File: src/rtl/hazard_ctrl_pkg.sv
// rtl/hazard_ctrl_pkg.sv - ISA constants, bypass selects and Tuse/Tnew timing for hazard_ctrl
package hazard_ctrl_pkg;

  localparam logic [5:0] OP_RTYPE = 6'h00;
  localparam logic [5:0] OP_J     = 6'h02;
  localparam logic [5:0] OP_JAL   = 6'h03;
  localparam logic [5:0] OP_BEQ   = 6'h04;
  localparam logic [5:0] OP_ORI   = 6'h0d;
  localparam logic [5:0] OP_LUI   = 6'h0f;
  localparam logic [5:0] OP_LW    = 6'h23;
  localparam logic [5:0] OP_SW    = 6'h2b;

  localparam logic [5:0] FN_JR    = 6'h08;
  localparam logic [5:0] FN_ADDU  = 6'h21;
  localparam logic [5:0] FN_SUBU  = 6'h23;

  localparam logic [2:0] SEL_REG   = 3'd0;
  localparam logic [2:0] SEL_W     = 3'd1;
  localparam logic [2:0] SEL_PC8_M = 3'd2;
  localparam logic [2:0] SEL_ALU_M = 3'd3;
  localparam logic [2:0] SEL_PC8_E = 3'd4;

  localparam logic [1:0] TUSE_0    = 2'd0;
  localparam logic [1:0] TUSE_1    = 2'd1;
  localparam logic [1:0] TUSE_2    = 2'd2;
  localparam logic [1:0] TUSE_NONE = 2'd3;

  localparam logic [1:0] TNEW_JAL  = 2'd0;
  localparam logic [1:0] TNEW_ALU  = 2'd1;
  localparam logic [1:0] TNEW_LW   = 2'd2;

  localparam logic [4:0] REG_RA    = 5'd31;

  // Per-stage shadow of the instruction: sources stay with it so E/M selects are stage-local.
  typedef struct packed {
    logic [4:0] rs;
    logic [4:0] rt;
    logic [4:0] dst;
    logic [1:0] tnew;
    logic       is_jal;
  } stage_t;

  localparam stage_t STAGE_NOP = '0;

  function automatic logic reg_hit(input logic [4:0] src, input logic [4:0] dst);
    return (src != 5'd0) && (src == dst);
  endfunction

endpackage

File: src/rtl/hazard_ctrl_instr_decode.sv
// rtl/hazard_ctrl_instr_decode.sv - maps one instruction to its sources, destination and timing
module instr_decode
  import hazard_ctrl_pkg::*;
(
  input  logic [31:0] instr,
  output logic [4:0]  rs,
  output logic [4:0]  rt,
  output logic [4:0]  dst,
  output logic [1:0]  tuse_rs,
  output logic [1:0]  tuse_rt,
  output logic [1:0]  tnew,
  output logic        is_jal
);

  logic [5:0] op;
  logic [5:0] fn;
  logic       unused_shamt;

  assign op           = instr[31:26];
  assign fn           = instr[5:0];
  assign unused_shamt = ^instr[10:6];

  // Unused source fields are reported as $0 with Tuse=3 so they can never hit.
  always_comb begin
    rs      = 5'd0;
    rt      = 5'd0;
    dst     = 5'd0;
    tuse_rs = TUSE_NONE;
    tuse_rt = TUSE_NONE;
    tnew    = TNEW_JAL;
    is_jal  = 1'b0;
    case (op)
      OP_RTYPE: begin
        if (fn == FN_ADDU || fn == FN_SUBU) begin
          rs      = instr[25:21];
          rt      = instr[20:16];
          dst     = instr[15:11];
          tuse_rs = TUSE_1;
          tuse_rt = TUSE_1;
          tnew    = TNEW_ALU;
        end else if (fn == FN_JR) begin
          rs      = instr[25:21];
          tuse_rs = TUSE_0;
        end
      end
      OP_ORI: begin
        rs      = instr[25:21];
        tuse_rs = TUSE_1;
        dst     = instr[20:16];
        tnew    = TNEW_ALU;
      end
      OP_LUI: begin
        dst  = instr[20:16];
        tnew = TNEW_ALU;
      end
      OP_LW: begin
        rs      = instr[25:21];
        tuse_rs = TUSE_1;
        dst     = instr[20:16];
        tnew    = TNEW_LW;
      end
      OP_SW: begin
        rs      = instr[25:21];
        rt      = instr[20:16];
        tuse_rs = TUSE_1;
        tuse_rt = TUSE_2;
      end
      OP_BEQ: begin
        rs      = instr[25:21];
        rt      = instr[20:16];
        tuse_rs = TUSE_0;
        tuse_rt = TUSE_0;
      end
      OP_JAL: begin
        dst    = REG_RA;
        tnew   = TNEW_JAL;
        is_jal = 1'b1;
      end
      default: ;
    endcase
  end

endmodule

File: src/rtl/hazard_ctrl.sv
// rtl/hazard_ctrl.sv - stall and bypass-select generation for a 5-stage pipeline
module hazard_ctrl
  import hazard_ctrl_pkg::*;
(
  input  logic        clk,
  input  logic        reset,
  input  logic [31:0] ir_d,
  output logic        stall,
  output logic [2:0]  rsd_sel,
  output logic [2:0]  rtd_sel,
  output logic [2:0]  rse_sel,
  output logic [2:0]  rte_sel,
  output logic [2:0]  rtm_sel,
  output logic [4:0]  a3_w
);

  logic [4:0] d_rs, d_rt, d_dst;
  logic [1:0] d_tuse_rs, d_tuse_rt, d_tnew;
  logic       d_is_jal;

  stage_t e_q, m_q, w_q;
  stage_t e_n, m_n;
  logic   stall_rs, stall_rt;
  logic   unused_fields;

  instr_decode u_decode (
    .instr   (ir_d),
    .rs      (d_rs),
    .rt      (d_rt),
    .dst     (d_dst),
    .tuse_rs (d_tuse_rs),
    .tuse_rt (d_tuse_rt),
    .tnew    (d_tnew),
    .is_jal  (d_is_jal)
  );

  assign unused_fields = ^{m_q.rs, w_q.rs, w_q.rt, w_q.tnew, w_q.is_jal};

  always_comb begin
    e_n = stall ? STAGE_NOP : '{rs: d_rs, rt: d_rt, dst: d_dst, tnew: d_tnew, is_jal: d_is_jal};
    m_n = e_q;
    m_n.tnew = (e_q.tnew == 2'd0) ? 2'd0 : e_q.tnew - 2'd1;
  end

  always_ff @(posedge clk or posedge reset) begin
    if (reset) begin
      e_q <= STAGE_NOP;
      m_q <= STAGE_NOP;
      w_q <= STAGE_NOP;
    end else begin
      e_q <= e_n;
      m_q <= m_n;
      w_q <= m_q;
    end
  end

  function automatic logic [2:0] sel_d(input logic [4:0] src, input stage_t e,
                                       input stage_t m, input stage_t w);
    if (reg_hit(src, e.dst) && e.tnew == 2'd0)      return SEL_PC8_E;
    else if (reg_hit(src, m.dst) && m.tnew == 2'd0) return m.is_jal ? SEL_PC8_M : SEL_ALU_M;
    else if (reg_hit(src, w.dst))                   return SEL_W;
    else                                            return SEL_REG;
  endfunction

  function automatic logic [2:0] sel_e(input logic [4:0] src, input stage_t m, input stage_t w);
    if (reg_hit(src, m.dst) && m.tnew == 2'd0) return m.is_jal ? SEL_PC8_M : SEL_ALU_M;
    else if (reg_hit(src, w.dst))              return SEL_W;
    else                                       return SEL_REG;
  endfunction

  // Gated by reset so an in-flight stall drops in the same cycle reset asserts.
  always_comb begin
    stall_rs = (reg_hit(d_rs, e_q.dst) && e_q.tnew > d_tuse_rs) ||
               (reg_hit(d_rs, m_q.dst) && m_q.tnew > d_tuse_rs);
    stall_rt = (reg_hit(d_rt, e_q.dst) && e_q.tnew > d_tuse_rt) ||
               (reg_hit(d_rt, m_q.dst) && m_q.tnew > d_tuse_rt);
    stall    = ~reset & (stall_rs | stall_rt);
  end

  assign rsd_sel = sel_d(d_rs, e_q, m_q, w_q);
  assign rtd_sel = sel_d(d_rt, e_q, m_q, w_q);
  assign rse_sel = sel_e(e_q.rs, m_q, w_q);
  assign rte_sel = sel_e(e_q.rt, m_q, w_q);
  assign rtm_sel = reg_hit(m_q.rt, w_q.dst) ? SEL_W : SEL_REG;
  assign a3_w    = w_q.dst;

endmodule

File: config.mk
export PLATFORM = sky130hd
export DESIGN_NAME = hazard_ctrl
export DESIGN_NICKNAME = d
export VERILOG_FILES = /design/src/rtl/hazard_ctrl_pkg.sv /design/src/rtl/hazard_ctrl_instr_decode.sv /design/src/rtl/hazard_ctrl.sv
export SDC_FILE = /design/constraint.sdc
export NUM_CORES = 1
export LEC_CHECK = 0
export ABC_AREA = 1
export CAP_MARGIN = 30
export CORE_MARGIN = 10
export CORE_UTILIZATION = 50
export DETAILED_ROUTE_END_ITERATION = 6
export GPL_TIMING_DRIVEN = 1
export PLACE_DENSITY = 0.78
export SYNTH_ARGS = -nofsm -noshare
export SYNTH_HDL_FRONTEND = slang
export SYNTH_SLANG_ARGS = --single-unit
File: constraint.sdc
create_clock -name clk -period 3.04 [get_ports clk]
set_input_delay 0.304 -clock clk [delete_from_list [all_inputs] [get_ports clk]]
set_output_delay 0.304 -clock clk [all_outputs]
set_load 0.05 [all_outputs]
==> impl_metrics.csv, run 1 <==
group,metric,value,unit
synth,ys_dominant_reg_cell,"sky130_fd_sc_hd__dfrtp_1",
detailed_routing,routed_wire_length_per_instance,14.8,um
critical_path,r2r_setup_slack,1.23,ns
clock_tree,worstSkewPairLatency,0.29,ns
synth,synth.yosys.warnings,0,
placed_design,dpl.cell_count,497,
final_layout,final_nets,476,
outcome,outcome,"finished, final reports clean",
placed_design,gpl.final_weighted_congestion,0.980,
detailed_routing,via_per_inst,5.22,
final_layout,n_fill_cell,471,
final_layout,final_layout_size_suffix_gt1_share,14.9,%
timing,setup_viols_final,0,
critical_path,cp.required,2.74,ns
floorplanning,core_area,5200,um2
grt,overflow,0,
clock_tree,cts_buffers,5,
critical_path,worst-setup-path-type,"input port to output pin",
detailed_routing,wirelength,7490,um
detailed_routing,routed-via-count,2636,
synth,yosysUniqueCellTypes,36,
critical_path,worst-path-max-fanout,9,
timing,clock.fmax,0.339,GHz
clock_tree,path_clk_slew,0.07,ns
timing,number_of_max_slew_violations_in_the_final_report,0,
power_and_ir_drop,static-leakage-power,1.85,nW
grt,grt_max_degree,25,
power_and_ir_drop,pwr_density_cell,322,nW/um2
final_layout,utilization,67.3,%
hold_path,hold_path.class,"register to register",
final_layout,post_layout_nonfiller_instances,505,
clock_tree,cts.htree.levels,2,
final_layout,multiInputGateArea,1630,um2
critical_path,worstSetupEndpointType,"output pin",
synth,synth_top_cell_by_area,"sky130_fd_sc_hd__dfrtp_1",
placed_design,dp.final_hpwl,6130,um
synth,mappedNetlistArea,2720,um2
grt,initial_antenna_violation_count,0,
synth,postSynthCellCount,382,
timing,final_min_period_over_clock_period,97.1,%
final_layout,area_delta_synth_final,28.7,%
hold_path,timing.hold.worst_endpoint,"m_q[0]",
flow_run,max_cap_violations,0,
critical_path,worstSetupStartpointType,"input port",
floorplanning,floorplan.die.width,93.8,um
detailed_routing,drt_first_iter_violations,151,
critical_path,worst_setup_path_startpoint,"ir_d[31]",
timing,clock-skew-final,0.00580,ns
floorplanning,die-height,93.8,um
hold_path,min_delay_path_depth,0,
final_layout,antenna_diode_instance_count,0,
clock_tree,ctsLongestPathBuffers,2,
floorplanning,num_rows,26,
synth,synth_top_cells_by_area,"sky130_fd_sc_hd__dfrtp_1, sky130_fd_sc_hd__nand2_1, sky130_fd_sc_hd__nand3_1, sky130_fd_sc_hd__inv_1, sky130_fd_sc_hd__xor2_1",
synth,flip_flop_and_latch_count_after_synthesis,36,
power_and_ir_drop,worst_ir_drop_vdd,0.183,mV
timing,timing_worst_slew_pin_value,0.562,ns
grt,grt_pass1_vias,2630,
synth,synth_seq_area_share,33.1,%
synth,synth_async_sr_flop_share,100,%
critical_path,reg2reg_from,"e_q[2]",
synth,ys_top_cells_by_count,"sky130_fd_sc_hd__nand2_1, sky130_fd_sc_hd__inv_1, sky130_fd_sc_hd__nand3_1, sky130_fd_sc_hd__dfrtp_1, sky130_fd_sc_hd__nor2_1",
critical_path,worst_r2r_endpoint,"e_q[17]",
timing,fin_crit,2.95,ns
clock_tree,cts.sinks,36,
synth,synth_top_area_share,33.1,%
timing,hold_viol,0,
floorplanning,ioPinCount,55,
clock_tree,ctsRootBufferMaster,"sky130_fd_sc_hd__clkbuf_8",
timing,tns,0,ns
hold_path,min-delay-start,"e_q[0]",
floorplanning,initial_core_util,52.3,%
clock_tree,tritoncts_clock_tree,"done",
timing,timing.slew.headroom,62.2,%
grt,global_route_wire_length_before_repair,12300,um
final_layout,seq_area,901,um2
detailed_routing,remaining_drc_errors,0,
synth,most_instantiated_library_cell_after_synthesis,"sky130_fd_sc_hd__nand2_1",
timing,rsz_0062_raised_after_global_routing,"true",
critical_path,reg2regPathDepth,9,
clock_tree,post-cts-setup-buffers,0,
detailed_routing,drt.antenna.violating_nets,0,
placed_design,count_of_input_and_output_buffers,45,
synth,synth_edf_count,0,
clock_tree,cts.hold.buffers_added,0,
critical_path,critical_path_arrival,2.65,ns
grt,grt.total_usage,17.4,%
synth,average_size_of_a_mapped_cell,7.12,um2
floorplanning,die_area,8790,um2
detailed_routing,drt_pre_antenna_iters,4,
[final cells by class]
type | count | share of cell area, %
multi-input combinational | 285 | 46.6
sequential | 36 | 25.7
timing repair buffer | 52 | 16.7
inverter | 54 | 5.79
tap | 70 | 2.50
clock buffer | 7 | 2.47
clock inverter | 1 | 0.214
[layout by cell type, fill, tap and decap left out, types with 3 or more instances in the layout]
cell type	netlist	routed
sky130_fd_sc_hd__a221oi_1	7	7
sky130_fd_sc_hd__xnor2_1	7	7
sky130_fd_sc_hd__a21oi_2	0	4
sky130_fd_sc_hd__xor2_1	15	14
sky130_fd_sc_hd__dlymetal6s2s_1	0	4
sky130_fd_sc_hd__or2_2	3	3
sky130_fd_sc_hd__nor2_1	34	31
sky130_fd_sc_hd__nand3_1	41	40
sky130_fd_sc_hd__buf_12	0	7
sky130_fd_sc_hd__a21oi_1	12	8
sky130_fd_sc_hd__nand2_2	6	6
sky130_fd_sc_hd__nor2_4	3	3
sky130_fd_sc_hd__nor4_1	3	3
sky130_fd_sc_hd__o21ai_0	6	4
sky130_fd_sc_hd__clkbuf_8	0	6
sky130_fd_sc_hd__inv_1	50	50
sky130_fd_sc_hd__nor2_2	11	14
sky130_fd_sc_hd__buf_4	4	7
sky130_fd_sc_hd__clkdlybuf4s50_1	0	34
sky130_fd_sc_hd__nand2_1	92	92
sky130_fd_sc_hd__inv_2	4	4
sky130_fd_sc_hd__conb_1	1	4
sky130_fd_sc_hd__nand4_1	14	14
sky130_fd_sc_hd__dfrtp_1	36	36
sky130_fd_sc_hd__ha_1	8	8
[through the flow]
stage          area [um2]  worst slack [ns]  hold WS (ns)  power [W]
3_5_place_dp         3350            0.0298         0.335   0.000774
5_1_grt              3500           -0.0715         0.375    0.00118
3_3_place_gp         3350            0.0875         0.334   0.000770
6_report             3500            0.0893         0.350    0.00113
4_1_cts              3440            0.0599         0.352    0.00113
2_1_floorplan        2750             0.525         0.331   0.000663
[power breakdown]
| part | leakage, nW | switching [W] | total (W) | internal [W] |
|---|---|---|---|---|
| registers | 0.499 | 0.0000128 | 0.000500 | 0.000487 |
| logic | 1.30 | 0.000161 | 0.000269 | 0.000107 |
| clock network | 0.0445 | 0.000174 | 0.000358 | 0.000184 |
[registers in the layout (all words and copies together), names as in the netlist]
signal and flops:
a3_w 5, m_q 13, e_q 18
[worst max-delay path, cell delays in order]
cell,delay (ns)
sky130_fd_sc_hd__clkdlybuf4s50_1,0.46
sky130_fd_sc_hd__nor2_4,0.20
sky130_fd_sc_hd__nand2_2,0.14
sky130_fd_sc_hd__nor2_8,0.17
sky130_fd_sc_hd__nand2_1,0.13
sky130_fd_sc_hd__a21boi_2,0.17
sky130_fd_sc_hd__ha_1,0.26
sky130_fd_sc_hd__a21oi_1,0.19
sky130_fd_sc_hd__a21oi_1,0.06
sky130_fd_sc_hd__nand4_1,0.10
sky130_fd_sc_hd__nand2_1,0.06
sky130_fd_sc_hd__nor2_1,0.18
sky130_fd_sc_hd__nor2_4,0.07
sky130_fd_sc_hd__buf_12,0.15
[routing by layer]
layer / GRT usage (%) / vias up / share of wire, %
met4: 7.34 / 0 / 2.3
met5: 0 / - / 0
met3: 3.60 / 11 / 5.6
met2: 30.1 / 81 / 49
met1: 20.2 / 1201 / 43
li1: - / 1343 / -
[repair_timing]
| action | 4_1_cts | 5_1_grt |
|---|---|---|
| pin swaps | 0 | 2 |
| setup endpoints to repair | 1 | 7 |
| gates resized for setup | 1 | 18 |
[how the worst max path moves through the flow]
stage / to / slack [ns] / cells after the start
final: stall / 0.09 / 14
after floorplan: rtm_sel[0] / 0.53 / 4
after global placement: stall / 0.09 / 14
after CTS: rtd_sel[0] / 0.06 / 13
after detailed placement: stall / 0.03 / 14
after global routing: rsd_sel[0] / -0.07 / 14
[cell families after synthesis]
kind of cell / after synthesis / share of synthesized area, %
adders and majority gates: 8 / 3.68
xor gates and xnor gates: 22 / 7.08
and+or+nand+nor: 214 / 37.1
AOI/OAI and AO/OA: 37 / 8.97
other: 1 / 0.138
DFF: 36 / 33.1
buffers and inverters: 64 / 9.94
Power figures use the tool's default switching activity.
==> inputs of run 2 (changes only) <==
--- a/config.mk
+++ b/config.mk
@@ -15,3 +15,4 @@
 export SYNTH_ARGS = -nofsm -noshare
 export SYNTH_HDL_FRONTEND = slang
 export SYNTH_SLANG_ARGS = --single-unit
+export TNS_END_PERCENT = 1
==> run 2 against run 1 <==
Net effect: design area is 0.68% higher; core utilization up 0.46 points; total power up 5.4%; via count grew 3.7%; non-clock buffer count increased by 7; clock power is 18% higher; combinational power about the same; critical path type unchanged; fmax down 0.16%.
==> impl_metrics.csv, run 2 (synthesized netlist as in run 1, its figures left out) <==
group,metric,value,unit
floorplanning,die_area,8790,um2
detailed_routing,drt.antenna.violating_nets,0,
detailed_routing,drt_pre_antenna_iters,5,
critical_path,worst-setup-path-type,"input port to output pin",
grt,initial_antenna_violation_count,0,
floorplanning,num_rows,26,
timing,clock.fmax,0.338,GHz
final_layout,multiInputGateArea,1580,um2
detailed_routing,topRoutingLayerUsed,"met4",
detailed_routing,routed-via-count,2734,
timing,fin_crit,2.96,ns
placed_design,placement.setup.worst_slack,-0.0174,ns
power_and_ir_drop,totalPowerFinal,0.00119,W
placed_design,dp.final_hpwl,6150,um
clock_tree,cts.hold.buffers_added,0,
clock_tree,cts.sinks,36,
clock_tree,tritoncts_clock_tree,"done",
timing,worst_hold_slack,0.353,ns
outcome,outcome,"finished, final reports clean",
floorplanning,die-height,93.8,um
placed_design,placed_cell_area,3390,um2
final_layout,final_layout_size_suffix_gt1_share,14.0,%
grt,overflow,0,
timing,number_of_max_slew_violations_in_the_final_report,0,
power_and_ir_drop,power.combinational.fraction,22.4,%
clock_tree,path_clk_slew,0.07,ns
grt,grt_max_degree,21,
grt,grt_pass1_vias,2723,
flow_run,max_cap_violations,0,
timing,hold_viol,0,
clock_tree,cts_buffers,5,
final_layout,layout_commonest_cell,"sky130_fd_sc_hd__nand2_1",
detailed_routing,routed_wire_length_per_instance,14.5,um
power_and_ir_drop,netSwitchingPower,0.000349,W
timing,timing.slew.headroom,54.9,%
power_and_ir_drop,worst_ir_drop_vdd,0.215,mV
power_and_ir_drop,power_report.internal_total,0.000839,W
final_layout,layout_common_cells,"sky130_fd_sc_hd__nand2_1, sky130_fd_sc_hd__inv_1, sky130_fd_sc_hd__nand3_1",
power_and_ir_drop,power.switching_fraction,29.4,%
detailed_routing,remaining_drc_errors,0,
final_layout,seq_area,901,um2
critical_path,critical_path_arrival,2.65,ns
detailed_routing,via_per_inst,5.34,
timing,setup_ws,0.0845,ns
power_and_ir_drop,pwr_density_cell,337,nW/um2
power_and_ir_drop,p_clk_share,35.5,%
grt,grt.total_usage,17.3,%
timing,timing_worst_slew_pin_value,0.676,ns
floorplanning,initial_core_util,52.3,%
floorplanning,ioPinCount,55,
critical_path,cp.required,2.74,ns
final_layout,final_nets,483,
timing,clock-skew-final,0.0111,ns
clock_tree,ctsLongestPathBuffers,2,
clock_tree,ctsRootBufferMaster,"sky130_fd_sc_hd__clkbuf_8",
floorplanning,floorplan.die.width,93.8,um
final_layout,stdcell_area,3520,um2
detailed_routing,wirelength,7440,um
power_and_ir_drop,static-leakage-power,1.85,nW
final_layout,n_fill_cell,463,
power_and_ir_drop,pwr-share-seq,42.1,%
final_layout,largest_reg_flops,18,
final_layout,utilization,67.7,%
placed_design,gpl.final_weighted_congestion,0.967,
clock_tree,cts.htree.levels,2,
grt,global_route_wire_length_before_repair,12300,um
clock_tree,worstSkewPairLatency,0.30,ns
critical_path,worstSetupStartpointType,"input port",
timing,rsz_0062_raised_after_global_routing,"true",
timing,final_min_period_over_clock_period,97.2,%
placed_design,count_of_input_and_output_buffers,45,
detailed_routing,route.met3.wl,470,um
timing,setup_viols_final,0,
detailed_routing,met1Wirelength,3070,um
hold_path,hold_path.class,"register to register",
final_layout,antenna_diode_instance_count,0,
final_layout,registers.top_by_ff_count,"e_q",
critical_path,worstSetupEndpointType,"output pin",
floorplanning,core_area,5200,um2
detailed_routing,drt_first_iter_violations,190,
critical_path,worst-path-max-fanout,6,
final_layout,area_delta_synth_final,29.6,%
detailed_routing,met2WireLength,3740,um
run 2: cell types whose count changed in the layout (fill, tap and decap cells not counted), moves of 3 or more:
cell                              delta
sky130_fd_sc_hd__a21oi_2             -3
sky130_fd_sc_hd__a21oi_1             +3
sky130_fd_sc_hd__dlymetal6s2s_1      -3
sky130_fd_sc_hd__buf_4               +6
sky130_fd_sc_hd__clkdlybuf4s50_1     +3
run 2: worst max-delay path: stages:
cell	delay, ns
sky130_fd_sc_hd__clkdlybuf4s50_1	0.47
sky130_fd_sc_hd__nor2_1	0.18
sky130_fd_sc_hd__nand2_2	0.13
sky130_fd_sc_hd__nor2_8	0.12
sky130_fd_sc_hd__nand2_1	0.08
sky130_fd_sc_hd__buf_4	0.14
sky130_fd_sc_hd__nand2_1	0.11
sky130_fd_sc_hd__nand2_2	0.12
sky130_fd_sc_hd__xor2_1	0.21
sky130_fd_sc_hd__nand3_1	0.09
sky130_fd_sc_hd__nor2_1	0.09
sky130_fd_sc_hd__nand2_1	0.12
sky130_fd_sc_hd__o21ai_0	0.24
sky130_fd_sc_hd__a21oi_2	0.09
sky130_fd_sc_hd__buf_12	0.16
run 2: layout make-up:
cell class              instances  area share [%]
clock buffers                   5            1.95
clock inverters                 3            1.21
inverters                      54            5.75
multi-input cells             285            44.9
flip-flops and latches         36            25.6
well taps                      70            2.48
repair buffers                 59            18.2
run 2: what timing repair did:
action | in CTS | in global routing
setup buffers | 1 | 0
setup endpoints to repair | 1 | 6
resized for setup | 0 | 5
pin swaps | 1 | 0
run 2: stage by stage:
| step | instances | TNS, ns |
|---|---|---|
| floorplan | 385 | -0.185 |
| global placement | 503 | 0 |
| detailed placement | 503 | -0.0243 |
| CTS | 512 | 0 |
| global route | 512 | -0.306 |
| finish | 512 | 0 |
run 2: power by group through the flow:
stage / clock, W / combinational [W] / sequential, W
after floorplan: 0 / 0.000151 / 0.000509
after global placement: 0 / 0.000261 / 0.000509
after detailed placement: 0 / 0.000266 / 0.000509
after CTS: 0.000426 / 0.000267 / 0.000500
after global routing: 0.000452 / 0.000289 / 0.000501
final: 0.000421 / 0.000267 / 0.000500
run 2: worst paths after layout:
check,start,to,slack (ns),cells after the start
worst max-delay path,ir_d[28],rtd_sel[0],0.08,15
worst min-delay path,e_q[0],m_q[0],0.35,0
worst max register to register,m_q[4],e_q[4],1.00,11
worst min register to register,e_q[0],m_q[0],0.35,0
max in group asynchronous,reset,e_q[9],1.99,3
min in group asynchronous,reset,e_q[15],0.51,2
run 2: layer usage:
| layer | GRT usage, % | vias to the layer above |
|---|---|---|
| met5 | 0 | - |
| met4 | 6.08 | 0 |
| met3 | 3.44 | 11 |
| met2 | 31.5 | 96 |
| met1 | 19.4 | 1262 |
| li1 | - | 1365 |
